**config.mk**
```make
export PLATFORM = sky130hd
export DESIGN_NAME = fg_config_ctrl_flat
export DESIGN_NICKNAME = d
export VERILOG_FILES = /design/src/rtl/fg_cfg_pkg.sv /design/src/rtl/fg_cfg_if.sv /design/src/rtl/fg_timebase.sv /design/src/rtl/fg_config_ctrl.sv /design/src/flat_wrapper.sv
export SDC_FILE = /design/constraint.sdc
export NUM_CORES = 1
export LEC_CHECK = 0
export CORE_MARGIN = 3
export CORE_UTILIZATION = 58
export DETAILED_ROUTE_END_ITERATION = 12
export PLACE_DENSITY_LB_ADDON = 0.05
export SLEW_MARGIN = 20
export SYNTH_ARGS = -nofsm -noshare
export SYNTH_HDL_FRONTEND = slang
export SYNTH_HIERARCHICAL = 1
export SYNTH_SLANG_ARGS = --single-unit
```
**constraint.sdc**
```tcl
create_clock -name clk -period 5.6 [get_ports clk]
set_clock_uncertainty 0.15 [all_clocks]
set_input_delay 0.84 -clock clk [delete_from_list [all_inputs] [get_ports clk]]
set_output_delay 0.84 -clock clk [all_outputs]
set_load 0.01 [all_outputs]
```
**src/rtl/fg_cfg_pkg.sv**
```systemverilog
// -----------------------------------------------------------------------------
// fg_cfg_pkg
// Shared definitions for the function generator configuration sequencer.
// It holds the register address map, the register widths, the sequencer
// state encoding and the packed layout of one full parameter set.
// It also holds a helper that applies one host write to a parameter set.
// No ports (package).
// -----------------------------------------------------------------------------
package fg_cfg_pkg;

   localparam int CTRL_W = 8;
   localparam int REG_W  = 16;
   localparam int ADDR_W = 2;

   localparam logic [ADDR_W-1:0] ADDR_CONTROL   = 2'd0;
   localparam logic [ADDR_W-1:0] ADDR_PRESCALER = 2'd1;
   localparam logic [ADDR_W-1:0] ADDR_COMPARE   = 2'd2;
   localparam logic [ADDR_W-1:0] ADDR_COMMIT    = 2'd3;

   typedef enum logic [1:0] {
      ST_IDLE  = 2'd0,
      ST_ARMED = 2'd1,
      ST_APPLY = 2'd2
   } cfg_state_t;

   typedef struct packed {
      logic [CTRL_W-1:0] control;
      logic [REG_W-1:0]  prescaler;
      logic [REG_W-1:0]  compare;
   } cfg_regs_t;

   // Returns the parameter set with one host write merged in. A COMMIT
   // address carries no data, so the set comes back untouched.
   function automatic cfg_regs_t write_shadow(input cfg_regs_t cur,
                                              input logic [ADDR_W-1:0] addr,
                                              input logic [REG_W-1:0] data);
      cfg_regs_t upd;
      upd = cur;
      case (addr)
         ADDR_CONTROL:   upd.control   = data[CTRL_W-1:0];
         ADDR_PRESCALER: upd.prescaler = data;
         ADDR_COMPARE:   upd.compare   = data;
         default:        upd = cur;
      endcase
      return upd;
   endfunction

endpackage

```
**src/rtl/fg_cfg_if.sv**
```systemverilog
// -----------------------------------------------------------------------------
// fg_cfg_if
// Host register write channel into the configuration sequencer.
// A write transfers on a clock edge where wr_valid and wr_ready are both high.
//   wr_valid  host -> ctrl   write request
//   wr_ready  ctrl -> host   sequencer can accept a write
//   wr_addr   host -> ctrl   0=CONTROL 1=PRESCALER 2=COMPARE 3=COMMIT
//   wr_data   host -> ctrl   write data; CONTROL uses bits [7:0]
// Modports: master (host side), slave (sequencer side).
// -----------------------------------------------------------------------------
interface fg_cfg_if;
   import fg_cfg_pkg::*;

   logic              wr_valid;
   logic              wr_ready;
   logic [ADDR_W-1:0] wr_addr;
   logic [REG_W-1:0]  wr_data;

   modport master (output wr_valid, output wr_addr, output wr_data, input wr_ready);
   modport slave  (input wr_valid, input wr_addr, input wr_data, output wr_ready);

endinterface

```
**src/rtl/fg_timebase.sv**
```systemverilog
// -----------------------------------------------------------------------------
// fg_timebase
// Prescaled tick generator and phase counter for the function generator.
// The prescale count runs 0..prescaler. tick is high for the one cycle in
// which the count sits at the prescaler value. phase advances by one at the
// end of every tick cycle and wraps from its maximum value to 0.
// Ports:
//   clk             in   system clock, rising edge
//   rst             in   synchronous active-high reset
//   enable          in   generator enable in effect this cycle
//   enable_next     in   generator enable that will be in effect next cycle
//   prescaler_next  in   prescaler value that will be in effect next cycle
//   clear           in   restart the count and the phase from 0 next cycle
//   tick            out  registered one-cycle strobe
//   phase           out  registered phase count
//   boundary        out  tick while phase is at its maximum (wrap cycle)
// -----------------------------------------------------------------------------
module fg_timebase #(
   parameter int PHASE_W = 8,
   parameter int PRESC_W = 16
) (
   input  logic               clk,
   input  logic               rst,
   input  logic               enable,
   input  logic               enable_next,
   input  logic [PRESC_W-1:0] prescaler_next,
   input  logic               clear,
   output logic               tick,
   output logic [PHASE_W-1:0] phase,
   output logic               boundary
);

   logic [PRESC_W-1:0] pcnt;
   logic [PRESC_W-1:0] pcnt_next;
   logic [PHASE_W-1:0] phase_next;

   // Next count and phase. The count restarts after each tick. A disabled
   // generator or a clear holds both at zero. tick already marks the
   // terminal count, so the prescaler for the current cycle is not needed.
   always_comb begin
      pcnt_next  = '0;
      phase_next = '0;
      if (!clear && enable) begin
         if (tick) begin
            pcnt_next  = '0;
            phase_next = phase + 1'b1;
         end else begin
            pcnt_next  = pcnt + 1'b1;
            phase_next = phase;
         end
      end
   end

   // tick is computed one cycle ahead from the next count and the next
   // parameters. This keeps it a flop output while it still lines up with
   // the cycle in which the count equals the prescaler. A prescaler change
   // always comes with a clear, so the next values are known here.
   always_ff @(posedge clk) begin
      if (rst) begin
         pcnt  <= '0;
         phase <= '0;
         tick  <= 1'b0;
      end else begin
         pcnt  <= pcnt_next;
         phase <= phase_next;
         tick  <= enable_next && (pcnt_next == prescaler_next);
      end
   end

   assign boundary = tick && (phase == {PHASE_W{1'b1}});

endmodule

```
**src/rtl/fg_config_ctrl.sv**
```systemverilog
// -----------------------------------------------------------------------------
// fg_config_ctrl
// Configuration sequencer for function_generater. The host writes CONTROL,
// PRESCALER and COMPARE into shadow registers. A COMMIT write arms the
// sequencer. The active outputs then take the whole shadow set in one cycle,
// right after the next phase wrap, so the generator never sees a torn set.
// A disabled generator commits at once. The block also owns the generator
// timebase (fg_timebase).
// Optional feature: define FG_CFG_TIMEOUT_EN to add a forced commit after
// TIMEOUT_CYC armed cycles with no phase wrap.
// Ports:
//   clk            in   system clock, rising edge
//   rst            in   synchronous active-high reset
//   bus            if   host write channel (fg_cfg_if.slave)
//   fg_control     out  active CONTROL, bit0 = generator enable
//   fg_prescaler   out  active PRESCALER
//   fg_compare     out  active COMPARE
//   tick           out  one-cycle strobe every fg_prescaler+1 cycles
//   phase          out  phase count, advances on tick
//   busy           out  commit pending
//   commit_done    out  pulse on the cycle the active registers update
//   commit_forced  out  pulse when that update was forced by the timeout
// -----------------------------------------------------------------------------
module fg_config_ctrl
   import fg_cfg_pkg::*;
#(
   parameter int               PHASE_W     = 8,
   parameter logic [CTRL_W-1:0] RST_CONTROL = 8'h00,
   parameter logic [REG_W-1:0]  RST_PRESC   = 16'h0,
   parameter logic [REG_W-1:0]  RST_COMPARE = 16'h0,
   parameter int               TIMEOUT_CYC = 1024
) (
   input  logic               clk,
   input  logic               rst,
   fg_cfg_if.slave            bus,
   output logic [CTRL_W-1:0]  fg_control,
   output logic [REG_W-1:0]   fg_prescaler,
   output logic [REG_W-1:0]   fg_compare,
   output logic               tick,
   output logic [PHASE_W-1:0] phase,
   output logic               busy,
   output logic               commit_done,
   output logic               commit_forced
);

   localparam cfg_regs_t RST_REGS = '{control:   RST_CONTROL,
                                      prescaler: RST_PRESC,
                                      compare:   RST_COMPARE};

   cfg_state_t       state;
   cfg_regs_t        shadow;
   cfg_regs_t        active;
   logic             ready_q;
   logic             boundary;
   logic             applying;
   logic             enable_next;
   logic [REG_W-1:0] presc_next;

`ifdef FG_CFG_TIMEOUT_EN
   localparam logic [15:0] WAIT_LAST = 16'(TIMEOUT_CYC - 1);
   logic [15:0] wait_cnt;
   logic        forced_pend;
`endif

   assign applying = (state == ST_APPLY);

   // The timebase needs the parameters of the coming cycle. They differ from
   // the current ones only on the cycle the shadow set is applied.
   always_comb begin
      enable_next = active.control[0];
      presc_next  = active.prescaler;
      if (applying) begin
         enable_next = shadow.control[0];
         presc_next  = shadow.prescaler;
      end
   end

   fg_timebase #(
      .PHASE_W (PHASE_W),
      .PRESC_W (REG_W)
   ) u_timebase (
      .clk            (clk),
      .rst            (rst),
      .enable         (active.control[0]),
      .enable_next    (enable_next),
      .prescaler_next (presc_next),
      .clear          (applying),
      .tick           (tick),
      .phase          (phase),
      .boundary       (boundary)
   );

   // Commit sequencer. IDLE takes shadow writes and a COMMIT request. ARMED
   // waits for a phase wrap, or moves on at once when the generator is off.
   // APPLY copies the shadow set to the actives and pulses commit_done.
   // busy and the ready flag are set here from the next state, so they are
   // flops that always agree with the state. A reset drops a pending commit
   // and returns the shadows to their reset values.
   always_ff @(posedge clk) begin
      if (rst) begin
         state       <= ST_IDLE;
         shadow      <= RST_REGS;
         active      <= RST_REGS;
         ready_q     <= 1'b1;
         busy        <= 1'b0;
         commit_done <= 1'b0;
`ifdef FG_CFG_TIMEOUT_EN
         commit_forced <= 1'b0;
         wait_cnt      <= '0;
         forced_pend   <= 1'b0;
`endif
      end else begin
         commit_done <= 1'b0;
`ifdef FG_CFG_TIMEOUT_EN
         commit_forced <= 1'b0;
`endif
         case (state)
            ST_IDLE: begin
               if (bus.wr_valid && ready_q) begin
                  if (bus.wr_addr == ADDR_COMMIT) begin
                     state   <= ST_ARMED;
                     ready_q <= 1'b0;
                     busy    <= 1'b1;
`ifdef FG_CFG_TIMEOUT_EN
                     wait_cnt <= '0;
`endif
                  end else begin
                     shadow <= write_shadow(shadow, bus.wr_addr, bus.wr_data);
                  end
               end
            end
            ST_ARMED: begin
`ifdef FG_CFG_TIMEOUT_EN
               wait_cnt <= wait_cnt + 16'd1;
`endif
               if (boundary || !active.control[0]) begin
                  state <= ST_APPLY;
`ifdef FG_CFG_TIMEOUT_EN
                  forced_pend <= 1'b0;
               end else if (wait_cnt == WAIT_LAST) begin
                  state       <= ST_APPLY;
                  forced_pend <= 1'b1;
`endif
               end
            end
            ST_APPLY: begin
               active      <= shadow;
               commit_done <= 1'b1;
               state       <= ST_IDLE;
               ready_q     <= 1'b1;
               busy        <= 1'b0;
`ifdef FG_CFG_TIMEOUT_EN
               commit_forced <= forced_pend;
`endif
            end
            default: begin
               state   <= ST_IDLE;
               ready_q <= 1'b1;
               busy    <= 1'b0;
            end
         endcase
      end
   end

`ifndef FG_CFG_TIMEOUT_EN
   // Without the timeout feature a commit is never forced.
   assign commit_forced = 1'b0;

   // The timeout length has no effect in this build. A zero length would be
   // meaningless in the timeout build, so this empty guard marks it.
   if (TIMEOUT_CYC < 1) begin : g_no_timeout_len
   end
`endif

   // wr_ready drops at once while reset is held. After that it follows IDLE.
   assign bus.wr_ready = ready_q & ~rst;

   assign fg_control   = active.control;
   assign fg_prescaler = active.prescaler;
   assign fg_compare   = active.compare;

endmodule

```
**src/flat_wrapper.sv**
```systemverilog
// flat-port wrapper written by rule: the top's interface ports become plain ports
module fg_config_ctrl_flat import fg_cfg_pkg::*;
#(
   parameter int               PHASE_W     = 8,
   parameter logic [CTRL_W-1:0] RST_CONTROL = 8'h00,
   parameter logic [REG_W-1:0]  RST_PRESC   = 16'h0,
   parameter logic [REG_W-1:0]  RST_COMPARE = 16'h0,
   parameter int               TIMEOUT_CYC = 1024
)
  (clk, rst, fg_control, fg_prescaler, fg_compare, tick, phase, busy, commit_done, commit_forced, bus_wr_valid, bus_wr_addr, bus_wr_data, bus_wr_ready);
  fg_cfg_if bus_i ();
  input  logic clk;
  input  logic rst;
  output logic [CTRL_W-1:0] fg_control;
  output logic [REG_W-1:0] fg_prescaler;
  output logic [REG_W-1:0] fg_compare;
  output logic tick;
  output logic [PHASE_W-1:0] phase;
  output logic busy;
  output logic commit_done;
  output logic commit_forced;
  input wire logic [$bits(bus_i.wr_valid)-1:0] bus_wr_valid;
  input wire logic [$bits(bus_i.wr_addr)-1:0] bus_wr_addr;
  input wire logic [$bits(bus_i.wr_data)-1:0] bus_wr_data;
  output wire logic [$bits(bus_i.wr_ready)-1:0] bus_wr_ready;
  assign bus_i.wr_valid = bus_wr_valid;
  assign bus_i.wr_addr = bus_wr_addr;
  assign bus_i.wr_data = bus_wr_data;
  assign bus_wr_ready = bus_i.wr_ready;
  fg_config_ctrl #(.PHASE_W(PHASE_W), .RST_CONTROL(RST_CONTROL), .RST_PRESC(RST_PRESC), .RST_COMPARE(RST_COMPARE), .TIMEOUT_CYC(TIMEOUT_CYC)) u_core (.clk(clk), .rst(rst), .bus(bus_i), .fg_control(fg_control), .fg_prescaler(fg_prescaler), .fg_compare(fg_compare), .tick(tick), .phase(phase), .busy(busy), .commit_done(commit_done), .commit_forced(commit_forced));
endmodule
```
==> impl_metrics.toml, run 1 <==
[clocking]
cts_max_level = 3
post_cts_hold_buffer_count = 0
cts_root_buf = "clkbuf_8"
cts.reportedPaths.clkPinSlew_ns = 0.10
numCtsBuffers = 9
clkSinkCount = 110
clockBufferDepth = 2
clkLatencyLatePin_ns = 0.37
cts_tree = "yes"
cts-resized-gates = 0
postCtsSetupBuffers = 0

[detailed_routing]
viasPerCell = 5.50
ant_nets = 0
firstDrtPassIters = 4
wl_mm = 10.2
drc_errors = 0
post_drt_wl_per_cell_um = 14.9
drt_iter0_drc = 131
vias = 3754

[power_and_ir_drop]
p_int_mw = 1.02
clkPwrFrac_pct = 34.6
p_sw_mw = 0.313
p_comb_share_pct = 5.3
p_per_area_mw_per_mm2 = 235
leakage_nw = 2.02
p_sw_share_pct = 23.5
pwr-share-seq_pct = 60.1
peakVddDrop_uv = 128
power.total_mw = 1.33

[synthesis]
netlist_area_mm2 = 0.00479
synth.area.top_cells = "dfxtp_1 (46%), nand2b_1 (5.9%), mux2i_1 (5.4%)"
yosysSeqAreaShare_pct = 46.0
synth_most_common_cell = "dfxtp_1"
synthCells = 524
synthArstFlopShare_pct = 0
synth_commonest_cells = "dfxtp_1 (110), nand2_1 (56), nand2b_1 (45), nor2b_1 (35)"
synth_nets = 547
synth.distinct_cells = 61
post-synth-top-area-cell = "dfxtp_1"
post_synth.cell_area_avg_um2 = 9.14
yosysWarnings = 6
synth-seq-cells = 110
synth_flop_cell = "dfxtp_1"
synth_top_area_share_pct = 46.0
synth-edff-count = 0

[critical_path]
startpoint_type = "register"
path_class = "register to register"
worstPathArrival_ns = 3.51
crit_fanout = 27
max_stage_delay_ns = 0.70
crit_chain = "nand2b_1 -> clkinv_1 -> nor3b_2 -> o221ai_1 -> a211o_1 -> o21ai_0 -> nand4_1 -> a211oi_1 -> o2111a_1"
cp_slowest_cell = "nor3b_2"
cp-end-kind = "register"
required_ns = 5.76

[place]
io_buffer_count = 72
place_congestion = 0.829
placed_cells = 666
placed_cell_area_mm2 = 0.00547
dp_hpwl_mm = 7.26
pre_cts_ws_ns = 2.22

[hold_path]
hp-class = "register to register"

[finish]
drive_above_1_share_pct = 8.45
nNetsFinal = 598
fillers = 622
final_cell_area_mm2 = 0.00566
diodes = 0
final_cells = 682
final_util_pct = 71.7
area_growth_pct = 18.2

[global_routing]
grt_pass1_vias = 3608
grt_usage_pct = 21.8
grt_first_pass_wirelength_mm = 17.2
antenna_found_initial = 0
overflow = 0
grt_max_degree = 105

[floorplanning]
dieArea_mm2 = 0.00938
die_h_um = 96.9
core_area_mm2 = 0.00789
die_w_um = 96.9
ios = 74
rows = 32
start_util_pct = 60.7

[sta]
fmax_ghz = 0.299
final-setup-viol-count = 0
post-route-min-period_ns = 3.35
period_share_pct = 59.8
hold_viol_final = 0
whs_ns = 0.307
worst_slack_ns = 2.25
setup_tns_ns = 0
worst_pin_slew_ns = 1.04
rsz0062_at_grt = "no"
max-slew-margin-rel_pct = 30.2
maxSlewViolCount = 0

[status]
outcome = "completed"

[run]
drv_cap = 0
[flip-flops by register name (all words and copies together), names as in the netlist]
signal / flops
u_core/shadow: 40
u_core/fg_compare: 16
u_core/u_timebase/phase: 8
u_core/ready_q: 1
u_core/busy: 1
u_core/fg_prescaler: 16
u_core/u_timebase/pcnt: 16
u_core/commit_done: 1
u_core/u_timebase/tick: 1
u_core/state: 2
u_core/fg_control: 8
[metal layers]
metal | vias up | global-route usage (%) | share of wire [%]
met3 | 9 | 4.61 | 4.3
met2 | 90 | 36.6 | 49
met5 | - | 0 | 0
met1 | 1776 | 28.8 | 46
li1 | 1879 | - | -
met4 | 0 | 5.40 | 0.81
[final timing paths]
kind	start	to	slack, ns	cells past startpoint
worst max register to register	u_core/state[0]	u_core/u_timebase/tick	2.25	9
worst max-delay path	u_core/state[0]	u_core/u_timebase/tick	2.25	9
worst min register to register	u_core/fg_compare[9]	u_core/fg_compare[9]	0.31	2
worst min-delay path	u_core/fg_compare[9]	u_core/fg_compare[9]	0.31	2
[power by group through the flow]
stage,registers [mW],clock network [mW],logic (mW)
3_5_place_dp,0.818,0,0.0702
4_1_cts,0.800,0.470,0.0710
5_1_grt,0.802,0.502,0.0773
6_report,0.800,0.460,0.0707
2_1_floorplan,0.816,0,0.0456
3_3_place_gp,0.818,0,0.0691
[final cells by class]
class	count	area [um^2]	share of cell area, %
inverters	3	11.3	0.199
well taps	102	128	2.26
clock buffers	11	151	2.68
clock inverters	5	41.3	0.730
multi-input cells	377	2390	42.3
repair buffers	74	731	12.9
flip-flops and latches	110	2200	38.9
[placed cells by master (no fill, tap or decap), types with 7 or more instances in the layout]
master | netlist | layout
nor2_1 | 33 | 33
nand3_1 | 9 | 9
nor2b_1 | 35 | 35
clkdlybuf4s50_1 | 0 | 71
xnor2_1 | 9 | 9
nand4_1 | 7 | 7
mux2i_1 | 26 | 26
dfxtp_1 | 110 | 110
nand2_1 | 56 | 56
a21oi_1 | 32 | 32
xor2_1 | 13 | 13
clkbuf_8 | 0 | 11
nand2b_1 | 45 | 45
o21ai_0 | 33 | 33
mux2_2 | 17 | 17
[kinds of logic after synthesis]
group | after synthesis | synth area share [%]
muxes | 43 | 9.43
buffers and inverters | 37 | 4.13
AOI/OAI and AO/OA | 83 | 9.67
adders and majority gates | 2 | 0.522
other | 1 | 0.0783
and+or+nand+nor | 226 | 26.2
xor gates and xnor gates | 22 | 4.02
DFF | 110 | 46.0
[worst max-delay path, delay by kind of cell (launching register included)]
| family | cells | cell delay, ns |
|---|---|---|
| buffers and inverters | 1 | 0.61 |
| AO/OA/AOI/OAI | 5 | 1.17 |
| flip-flops | 1 | 0.41 |
| AND/OR/NAND/NOR | 3 | 0.97 |
No activity file was read; power rests on OpenSTA's default activity.
==> run 2, diff against run 1 <==
CORE_UTILIZATION = 48   (was 58)
clock period = 2.7 ns   (was 5.6 ns; I/O delays follow)
==> impl_metrics.toml, run 2 (same netlist as run 1, synthesis figures left out) <==
[clocking]
clkSinkCount = 110
cts.reportedPaths.clkPinSlew_ns = 0.11
postCtsSetupBuffers = 0
cts_max_level = 3
cts_root_buf = "clkbuf_8"
clkLatencyLatePin_ns = 0.38
cts_tree = "yes"
clockBufferDepth = 2
numCtsBuffers = 9

[detailed_routing]
ant_nets = 0
wl_mm = 10.5
firstDrtPassIters = 4
viasPerCell = 5.17
drt_iter0_drc = 140
post_drt_wl_per_cell_um = 14.6
drc_errors = 0
vias = 3734

[floorplanning]
ios = 74
dieArea_mm2 = 0.0112
rows = 35
die_h_um = 106
die_w_um = 106
start_util_pct = 50.6
core_area_mm2 = 0.00946

[hold_path]
hp-class = "input port to register"
whs_path_depth = 2
min_to = "u_core/commit_done"
hp-start = "rst"

[sta]
whs_ns = 0.245
maxSlewViolCount = 0
rsz0062_at_grt = "no"
fmax_ghz = 0.399
setup_tns_ns = 0
hold_viol_final = 0
final-setup-viol-count = 0
period_share_pct = 92.9
post-route-min-period_ns = 2.51

[finish]
diodes = 0
area_growth_pct = 21.4
top_register = "u_core/shadow"
final_cell_mix = "dfxtp_1 (110), clkdlybuf4s50_1 (71), nand2_1 (56), nand2b_1 (45), nor2b_1 (35)"
mostFrequentLayoutCell = "dfxtp_1"
nNetsFinal = 611
final_cells = 722
largest_reg_flops = 40
drive_above_1_share_pct = 10.5

[place]
io_buffer_count = 72
dp_hpwl_mm = 7.76
placed_cells = 706
place_congestion = 0.892

[power_and_ir_drop]
p_per_area_mw_per_mm2 = 494
leakage_nw = 2.10
peakVddDrop_uv = 244

[global_routing]
grt_max_degree = 51
grt_pass1_vias = 3572
overflow = 0
grt_first_pass_wirelength_mm = 17.5
grt_usage_pct = 19.2
antenna_found_initial = 0

[critical_path]
required_ns = 2.83
crit_fanout = 16
worstPathArrival_ns = 2.63
reg2reg_slack_ns = 0.19
reg2regPathDepth = 9
startpoint_type = "register"
path_class = "register to register"
cp-startpoint = "u_core/state[0]"
r2r_start = "u_core/state[0]"
cp-end-kind = "register"
timing.rr.end = "u_core/u_timebase/tick"

[run]
drv_cap = 0

[status]
outcome = "completed"
[run 2: area by class of cell]
cell class | instances | area, um^2
inverters | 3 | 11.3
flip-flops and latches | 110 | 2200
multi-input cells | 377 | 2400
clock inverters | 6 | 75.1
repair buffers | 87 | 832
well taps | 129 | 161
fillers | 870 | 3640
clock buffers | 10 | 138
[run 2: worst max-delay path by stage]
stage | end | slack (ns)
5_1_grt | u_core/u_timebase/tick | 0.002
3_3_place_gp | u_core/u_timebase/tick | 0.27
6_report | u_core/u_timebase/tick | 0.19
3_5_place_dp | u_core/u_timebase/tick | 0.22
4_1_cts | u_core/u_timebase/tick | 0.17
2_1_floorplan | u_core/u_timebase/tick | 0.04
[run 2: through the flow]
stage	power (mW)	instance area [um^2]	setup slack (ns)	utilization (%)
5_1_grt	2.98	5820	0.00205	61.5
2_1_floorplan	1.79	4790	0.0384	-
4_1_cts	2.90	5810	0.171	61.4
6_report	2.87	5820	0.193	61.5
3_3_place_gp	1.85	5600	0.265	59.2
3_5_place_dp	1.85	5600	0.215	59.2
[run 2: layer usage]
metal  global-route usage [%]  wire [um]  up-vias
li1                         -          -     1905
met4                     5.27        109        0
met1                     25.5       5030     1744
met3                     3.83        407       11
met5                        0          0        -
met2                     31.8       4990       74
[run 2: where the power goes]
part           total [mW]  internal (mW)  leakage [nW]  switching, mW
Combinational       0.155         0.0752          1.10         0.0799
Sequential           1.66           1.65         0.889         0.0138
Clock                1.06          0.471         0.106          0.589
[run 2: worst max-delay path, cell delays in order (launching register included)]
cell	delay (ns)
dfxtp_1	0.39
nand2b_1	0.18
buf_4	0.25
mux2_2	0.41
nor3b_1	0.35
a211oi_1	0.09
a211o_1	0.31
nand4_1	0.09
a211oi_1	0.05
o2111a_1	0.13
[run 2: repair_timing]
| item | in CTS | in global routing |
|---|---|---|
| hold buffers | 0 | 0 |
| resized for setup | 0 | 2 |
| setup endpoints to repair | 0 | 1 |
==> run 3, diff against run 2 <==
CAP_MARGIN = 20   (was not set)
SYNTH_HIERARCHICAL = not set   (was 1)
==> impl_metrics.toml, run 3 <==
[synthesis]
synth-seq-cells = 110
post-synth-top-area-cell = "dfxtp_1"
synth_commonest_cells = "dfxtp_1 (110), nor2_1 (83), nand2_1 (82), mux2i_1 (51), a21oi_1 (39)"
synthArstFlopShare_pct = 0
synthCells = 507
synth_flop_cell = "dfxtp_1"
netlist_area_mm2 = 0.00455
synth.distinct_cells = 50
synth-edff-count = 0
post_synth.cell_area_avg_um2 = 8.98
yosysSeqAreaShare_pct = 48.4
synth.area.top_cells = "dfxtp_1 (48%), mux2i_1 (11%), nor2_1 (6.8%)"
yosysWarnings = 0
synth_most_common_cell = "dfxtp_1"
synth_top_area_share_pct = 48.4
synth_nets = 530

[floorplanning]
die_w_um = 103
dieArea_mm2 = 0.0107
rows = 34
ios = 74
core_area_mm2 = 0.00898
start_util_pct = 50.7
die_h_um = 103

[detailed_routing]
vias = 3666
drt_iter0_drc = 131
firstDrtPassIters = 4
ant_nets = 0
wl_mm = 10.3
drc_errors = 0
viasPerCell = 5.16
post_drt_wl_per_cell_um = 14.5

[clocking]
cts_tree = "yes"
cts_root_buf = "clkbuf_8"
clkLatencyLatePin_ns = 0.37
clockBufferDepth = 2
cts.reportedPaths.clkPinSlew_ns = 0.10
numCtsBuffers = 9
post_cts_hold_buffer_count = 0
clkSinkCount = 110
cts_max_level = 3

[critical_path]
r2r_start = "u_core.state[0]"
startpoint_type = "register"
required_ns = 2.83
worstPathArrival_ns = 2.71
reg2regPathDepth = 7
cp-end-kind = "register"
timing.rr.end = "u_core.u_timebase.tick"
crit_fanout = 8
reg2reg_slack_ns = 0.12
path_class = "register to register"

[hold_path]
whs_path_depth = 2
min_to = "u_core.fg_prescaler[4]"
hp-start = "rst"
hp-class = "input port to register"

[sta]
worst_pin_slew_ns = 0.781
fmax_ghz = 0.388
maxSlewViolCount = 0
max-slew-margin-rel_pct = 47.9
period_share_pct = 95.6
post-route-min-period_ns = 2.58
hold_viol_final = 0
final-setup-viol-count = 0
worst_slack_ns = 0.120

[finish]
diodes = 0
nNetsFinal = 603
final_cell_area_mm2 = 0.00565
area_growth_pct = 24.0
top_register = "u_core.shadow"
drive_above_1_share_pct = 8.89
largest_reg_flops = 40
mostFrequentLayoutCell = "dfxtp_1"
final_cell_mix = "dfxtp_1 (110), nor2_1 (83), nand2_1 (82), clkdlybuf4s50_1 (71), mux2i_1 (51)"

[power_and_ir_drop]
leakage_nw = 2.12
power.total_mw = 2.83
peakVddDrop_uv = 391
p_per_area_mw_per_mm2 = 501

[run]
drv_cap = 0

[place]
pre_cts_ws_ns = 0.0343
dp_hpwl_mm = 7.31
placed_cell_area_mm2 = 0.00539
io_buffer_count = 72
place_congestion = 0.790

[global_routing]
overflow = 0
grt_pass1_vias = 3431
antenna_found_initial = 0
top_usage_layer = "met2"
grt_usage_pct = 20.1
grt_first_pass_wirelength_mm = 16.9
grt_max_degree = 80
gr-usage-met1_pct = 27.9
met3_usage_pct = 5.23
use_met2_pct = 31.6

[status]
outcome = "completed"
==> run 3: changes by cell type after synthesis, sizes merged, moves of 4 or more <==
cell,change
nor3,+8
o21ai,-29
xor2,-4
a21oi,+7
buf,-5
xnor2,+6
nor2,+50
mux2,-15
nor4,+6
mux2i,+25
nand2,+25
nor2b,-32
nand2b,-43
==> run 3: cells by family after synthesis <==
kind of cell | Yosys count | synth area share, %
AND/OR/NAND/NOR | 225 | 22.6
flip-flops | 110 | 48.4
AO/OA/AOI/OAI | 58 | 7.72
multiplexers | 53 | 11.7
buffers and inverters | 32 | 3.38
XOR/XNOR | 26 | 5.60
adder cells (fa/ha/maj) | 2 | 0.549
other | 1 | 0.0823
==> run 3: per-layer routing <==
metal	share of wire (%)	vias up
li1	-	1867
met1	48	1706
met2	47	81
met3	4.1	12
met4	1.2	0
met5	0	-
==> run 3: how the worst max path moves through the flow <==
stage / start / endpoint / slack (ns)
2_1_floorplan: u_core.u_timebase.pcnt[0] / u_core.u_timebase.tick / 0.42
3_3_place_gp: u_core.state[1] / u_core.u_timebase.tick / 0.21
3_5_place_dp: u_core.state[1] / u_core.u_timebase.tick / 0.03
4_1_cts: u_core.state[1] / u_core.u_timebase.tick / 0.02
5_1_grt: u_core.state[0] / u_core.u_timebase.tick / -0.01
6_report: u_core.state[0] / u_core.u_timebase.tick / 0.12
==> run 3: through the flow <==
stage	utilization (%)	hold WS, ns	TNS (ns)	std cells
after CTS	62.3	0.124	0	705
after detailed placement	60.1	0.296	0	689
after global routing	62.9	0.151	-0.0133	711
after global placement	60.1	0.289	0	689
after floorplan	-	0.281	0	507
final	62.9	0.142	0	711
==> run 3: what timing repair did <==
action | CTS | global route
endpoints found under the setup margin | 0 | 1
resized for setup | 0 | 1
buffers inserted | 0 | 5
==> run 3: area by class of cell <==
type                       instances  area (um^2)
clock buffer                      10          128
clock inverter                     6         75.1
fill                             780         3330
inverter                           3         11.3
multi-input combinational        366         2220
sequential                       110         2200
tap                              126          158
timing repair buffer              90          851
==> run 3: worst max-delay path, cell delays in order, from the launching register on <==
cell,delay (ns)
dfxtp_1,0.48
nand2b_2,0.28
mux2_1,0.36
a222oi_1,0.27
nand4_1,0.18
a2111oi_2,0.33
nand4_1,0.16
nor4_2,0.27
==> run 3: power by group <==
group / switching (mW) / internal, mW
sequential: 0.0162 / 1.65
clock: 0.577 / 0.445
combinational: 0.0756 / 0.0704
